File: src/rtl/wmst_out_fm_burst_ctrl.sv
// Output-feature-map store controller: sequences Avalon write bursts
// that move one output tile from the store FIFO into DDR.
module wmst_out_fm_burst_ctrl #(
  parameter int CW        = 16,
  parameter int XAW       = 32,
  parameter int FCW       = 8,
  parameter int Tn        = 16,
  parameter int Tr        = 64,
  parameter int Tc        = 16,
  parameter int K         = 3,
  parameter int S         = 1,
  parameter int MAX_BURST = 16,
  parameter int WB_LOG2   = 2,
  parameter int OUT_BASE  = 0
) (
  input  logic           clk,
  input  logic           rst,
  input  logic           store_start,
  input  logic           store_abort,
  input  logic [CW-1:0]  tile_base_n,
  input  logic [CW-1:0]  tile_base_row,
  input  logic [CW-1:0]  tile_base_col,
  input  logic [CW-1:0]  cfg_n,
  input  logic [CW-1:0]  cfg_r,
  input  logic [CW-1:0]  cfg_c,
  input  logic [FCW-1:0] store_fifo_count,
  output logic           store_trans_start,
  output logic [XAW-1:0] param_waddr,
  output logic [CW-1:0]  param_iolen,
  input  logic           store_trans_done,
  output logic           store_busy,
  output logic           store_done
);

  localparam int TR_STEP = ((Tr + S - K) / S) * S;
  localparam int TC_STEP = ((Tc + S - K) / S) * S;

  localparam logic [CW-1:0] TN_C = CW'(Tn);
  localparam logic [CW-1:0] TR_C = CW'(TR_STEP);
  localparam logic [CW-1:0] TC_C = CW'(TC_STEP);
  localparam logic [CW-1:0] MB_C = CW'(MAX_BURST);

  typedef enum logic [2:0] {
    S_IDLE,
    S_CALC,
    S_WAIT,
    S_CONFIG,
    S_TRANS,
    S_NEXT,
    S_DONE
  } state_t;

  state_t state_q, state_d;

  logic [CW-1:0]  bn_q, bn_d;
  logic [CW-1:0]  br_q, br_d;
  logic [CW-1:0]  bc_q, bc_d;
  logic [CW-1:0]  cr_q, cr_d;
  logic [CW-1:0]  cc_q, cc_d;
  logic [CW-1:0]  vn_q, vn_d;
  logic [CW-1:0]  vr_q, vr_d;
  logic [CW-1:0]  vc_q, vc_d;
  logic [CW-1:0]  tn_q, tn_d;
  logic [CW-1:0]  tr_q, tr_d;
  logic [CW-1:0]  tc_q, tc_d;
  logic [XAW-1:0] waddr_q, waddr_d;
  logic [CW-1:0]  iolen_q, iolen_d;
  logic           tstart_q, tstart_d;

  logic [CW-1:0]  rem;
  logic [CW-1:0]  blen;
  logic [CW-1:0]  fifo_w;
  logic [CW-1:0]  tc_nx;
  logic [CW-1:0]  tr_nx;
  logic [CW-1:0]  tn_nx;
  logic [XAW-1:0] ch_x;
  logic [XAW-1:0] row_x;
  logic [XAW-1:0] col_x;
  logic [XAW-1:0] word_x;

  // Remaining extent clipped to the tile step; zero once base is past it.
  function automatic logic [CW-1:0] sat_len(
    input logic [CW-1:0] ext,
    input logic [CW-1:0] base,
    input logic [CW-1:0] lim
  );
    logic [CW-1:0] d;
    if (base >= ext) begin
      return '0;
    end
    d = ext - base;
    return (d > lim) ? lim : d;
  endfunction

  assign rem    = vc_q - tc_q;
  assign blen   = (rem > MB_C) ? MB_C : rem;
  assign fifo_w = CW'(store_fifo_count);
  assign tc_nx  = tc_q + blen;
  assign tr_nx  = tr_q + 1'b1;
  assign tn_nx  = tn_q + 1'b1;

  assign ch_x   = XAW'(bn_q) + XAW'(tn_q);
  assign row_x  = XAW'(br_q) + XAW'(tr_q);
  assign col_x  = XAW'(bc_q) + XAW'(tc_q);
  assign word_x = XAW'(OUT_BASE)
                + ch_x * XAW'(cr_q) * XAW'(cc_q)
                + row_x * XAW'(cc_q)
                + col_x;

  always_comb begin
    state_d  = state_q;
    bn_d     = bn_q;
    br_d     = br_q;
    bc_d     = bc_q;
    cr_d     = cr_q;
    cc_d     = cc_q;
    vn_d     = vn_q;
    vr_d     = vr_q;
    vc_d     = vc_q;
    tn_d     = tn_q;
    tr_d     = tr_q;
    tc_d     = tc_q;
    waddr_d  = waddr_q;
    iolen_d  = iolen_q;
    tstart_d = 1'b0;
    unique case (state_q)
      S_IDLE: begin
        if (store_start) begin
          bn_d    = tile_base_n;
          br_d    = tile_base_row;
          bc_d    = tile_base_col;
          cr_d    = cfg_r;
          cc_d    = cfg_c;
          vn_d    = sat_len(cfg_n, tile_base_n, TN_C);
          vr_d    = sat_len(cfg_r, tile_base_row, TR_C);
          vc_d    = sat_len(cfg_c, tile_base_col, TC_C);
          tn_d    = '0;
          tr_d    = '0;
          tc_d    = '0;
          state_d = S_CALC;
        end
      end
      S_CALC: begin
        if (vn_q == '0 || vr_q == '0 || vc_q == '0) begin
          state_d = S_DONE;
        end else begin
          state_d = S_WAIT;
        end
      end
      S_WAIT: begin
        if (fifo_w >= blen) begin
          state_d = S_CONFIG;
        end
      end
      S_CONFIG: begin
        waddr_d  = word_x << WB_LOG2;
        iolen_d  = blen;
        tstart_d = 1'b1;
        state_d  = S_TRANS;
      end
      S_TRANS: begin
        if (store_trans_done) begin
          state_d = S_NEXT;
        end
      end
      S_NEXT: begin
        state_d = S_WAIT;
        tc_d    = tc_nx;
        if (tc_nx >= vc_q) begin
          tc_d = '0;
          tr_d = tr_nx;
          if (tr_nx >= vr_q) begin
            tr_d = '0;
            tn_d = tn_nx;
            if (tn_nx >= vn_q) begin
              tn_d    = '0;
              state_d = S_DONE;
            end
          end
        end
      end
      S_DONE: begin
        state_d = S_IDLE;
      end
      default: begin
        state_d = S_IDLE;
      end
    endcase
    // Abort overrides everything, including a same-cycle trans_done.
    if (store_abort) begin
      state_d  = S_IDLE;
      tn_d     = '0;
      tr_d     = '0;
      tc_d     = '0;
      tstart_d = 1'b0;
    end
  end

  always_ff @(posedge clk or posedge rst) begin
    if (rst) begin
      state_q  <= S_IDLE;
      bn_q     <= '0;
      br_q     <= '0;
      bc_q     <= '0;
      cr_q     <= '0;
      cc_q     <= '0;
      vn_q     <= '0;
      vr_q     <= '0;
      vc_q     <= '0;
      tn_q     <= '0;
      tr_q     <= '0;
      tc_q     <= '0;
      waddr_q  <= '0;
      iolen_q  <= '0;
      tstart_q <= 1'b0;
    end else begin
      state_q  <= state_d;
      bn_q     <= bn_d;
      br_q     <= br_d;
      bc_q     <= bc_d;
      cr_q     <= cr_d;
      cc_q     <= cc_d;
      vn_q     <= vn_d;
      vr_q     <= vr_d;
      vc_q     <= vc_d;
      tn_q     <= tn_d;
      tr_q     <= tr_d;
      tc_q     <= tc_d;
      waddr_q  <= waddr_d;
      iolen_q  <= iolen_d;
      tstart_q <= tstart_d;
    end
  end

  assign store_trans_start = tstart_q;
  assign param_waddr       = waddr_q;
  assign param_iolen       = iolen_q;
  assign store_busy        = (state_q != S_IDLE);
  assign store_done        = (state_q == S_DONE);

endmodule

File: config.mk
export PLATFORM = sky130hd
export DESIGN_NAME = wmst_out_fm_burst_ctrl
export DESIGN_NICKNAME = d
export VERILOG_FILES = /design/src/rtl/wmst_out_fm_burst_ctrl.sv
export SDC_FILE = /design/constraint.sdc
export NUM_CORES = 2
export LEC_CHECK = 0
export ABC_AREA = 1
export CORE_MARGIN = 2
export CORE_UTILIZATION = 40
export DETAILED_ROUTE_END_ITERATION = 10
export PLACE_DENSITY = 0.57
export SYNTH_ARGS = -nofsm -noshare
export SYNTH_HDL_FRONTEND = slang
export SYNTH_SLANG_ARGS = --single-unit
export TNS_END_PERCENT = 1
File: constraint.sdc
create_clock -name clk -period 14.3 [get_ports clk]
set_clock_uncertainty 0.05 [all_clocks]
set_input_delay 4.29 -clock clk [delete_from_list [all_inputs] [get_ports clk]]
set_output_delay 4.29 -clock clk [all_outputs]
set_load 0.05 [all_outputs]
==> impl_metrics.toml <==
[run_status]
outcome = "completed"

[clocking]
clk_pin_slew_ps = 60
htree_levels = 1
cts_tree = "yes"
post_cts_resized = 0
clockBufferDepth = 3
cts_post_setup_buffers_inserted = 0
clock_latency_ps = 630
cts-root-buf = "clkbuf_16"
cts_hold_buf = 0
cts_buffers = 30
clock_sinks = 226

[worst_setup_path]
crit_slowest_cell = "fa_1"
critPathMaxStageDelay_ps = 570
timing.rr.start = "tn_q[2]"
critPathMaxFanout = 10
cp-startpoint = "tn_q[2]"
cp.required_ps = 14760
cp.buffers_inverters = 14
start_kind = "flop"
critical-path-top-delay-family = "adder cells"
worstSetupEndpointType = "flop"
worstPathArrival_ps = 14000
crit_top_cell = "fa_1"
worstSetupPathType = "flop to flop"

[routing]
drt_wl_total_um = 140000
wl_per_cell_um = 19.1
drtIter0Drc = 2608
avgViaCountPerCell = 5.00
drc_errors = 0
drt.antenna.violating_nets = 0
dr.pass1.iters = 7
dr_total_vias = 36800

[sta]
worst-slew-pin-transition_ps = 1150
fin_crit_sh_pct = 94.6
relSlewSlack_pct = 23.6
max_clock_freq_ghz = 0.0739
fin_crit_ps = 13530
slew_violations = 0
hold_viol = 0
setup_viol = 0

[synthesis]
yosysTopAreaCellShare_pct = 34.6
synth_area_leaders = "fa_1, dfrtp_1, inv_1"
synth_edf_count = 0
synth_ff_type = "dfrtp_1"
yosys_warnings = 0
synth_cell_types = 54
syn_area_per_cell_um2 = 7.86
synth_top_area_cell = "fa_1"
synth.most_common_cell = "inv_1"
netlist_instances = 5698
netlist_area_um2 = 44800
ys_top_cells_by_count = "inv_1, nand2_1, fa_1"
seq_area_frac_synth_pct = 12.6
synth-async-reset-ratio_pct = 100
synth-seq-cells = 226

[cells_and_area]
largest_register_ff_count = 30
diodes = 0
final_cells = 7357
drive_above_1_share_pct = 4.04
area_growth_pct = 10.7
final.fill_count = 11300
fin_nets = 7156

[grt]
grt_max_degree = 107
grt_pass1_vias = 38300
grt-ovfl-total = 0
antenna_found_initial = 3
grtUsageTotal_pct = 25.1
grt_pass1_wl_um = 223000

[placed_design]
port_buffers = 157
gp_congestion = 0.952
dp_hpwl_um = 116000
dp.cells = 7303

[die]
die_h_um = 339
io_pins = 160
die_area_um2 = 115000
row_count = 122
placeableCoreArea_um2 = 111000
start_util_pct = 40.4
die_x_um = 339

[worst_hold_path]
hold_start = "vn_q[7]"
min_path_type = "flop to flop"

[job]
cap_viol_max_count = 0
[worst min-delay path, cell delays in order, from the launching register on]
cell	delay, ps
dfrtp_1	340
nand2_1	50
inv_1	40
[per-stage QoR]
| step | setup WS (ps) | cell area, um2 | util, % | hold WS, ps | TNS (ps) |
|---|---|---|---|---|---|
| 3_5_place_dp | 171 | 48500 | 43.8 | 402 | 0 |
| 2_1_floorplan | 1810 | 44900 | - | 386 | 0 |
| 5_1_grt | -17.1 | 49600 | 44.8 | 446 | -17.1 |
| 6_report | 768 | 49600 | 44.8 | 417 | 0 |
| 3_3_place_gp | 90.9 | 48500 | 43.8 | 399 | 0 |
| 4_1_cts | 128 | 49500 | 44.7 | 418 | 0 |
[layout by cell type, fill, tap and decap left out, drive strengths merged, types with 11 or more instances in the layout]
cell / n
o22ai: 17
o21ai: 202
xnor2: 34
nor2: 516
nor4: 11
nand4: 46
a21oi: 190
clkinv: 25
inv: 1453
nand2: 1180
clkdlybuf4s50: 157
ha: 425
nor3: 36
clkbuf: 37
o21bai: 23
o21a: 20
nand3b: 11
a31oi: 11
or2: 39
nand3: 147
fa: 775
a21o: 12
buf: 105
dfrtp: 226
xor2: 99
conb: 15
[cell type report]
class	count	area [um2]	area share, %
sequential	226	5660	11.4
clock buffer	37	817	1.65
clock inverter	17	220	0.444
inverter	1468	5520	11.1
multi-input combinational	3859	33200	66.8
timing repair buffer	262	2380	4.79
tap	1488	1860	3.75
[layer usage]
metal / vias to the layer above / global-route usage (%) / share of wire (%)
met3: 228 / 5.02 / 7.8
li1: 17200 / - / -
met1: 18100 / 33.8 / 43
met5: - / 0 / 0.0093
met4: 2 / 7.20 / 3.4
met2: 1182 / 41.0 / 45
[final timing paths]
path,slack (ps),cells past startpoint,end
hold reg to reg,420,2,vn_q[7]
max in group asynchronous,8580,3,cc_q[13]
setup reg to reg,770,59,param_waddr[31]
setup / recovery,770,59,param_waddr[31]
hold / removal,420,2,vn_q[7]
min in group asynchronous,4190,2,vc_q[12]
[cell families after synthesis]
family / after synthesis / synth area share, %
other: 2 / 0.0168
and+or+nand+nor: 1993 / 17.9
DFF: 226 / 12.6
AOI/OAI and AO/OA: 514 / 6.42
xor gates and xnor gates: 137 / 2.84
adders and majority gates: 1200 / 46.5
buffers and inverters: 1626 / 13.7
Power is left out: the tool's default activity adds up to more than one toggle a clock period on the data nets, which glitch-free logic cannot reach.
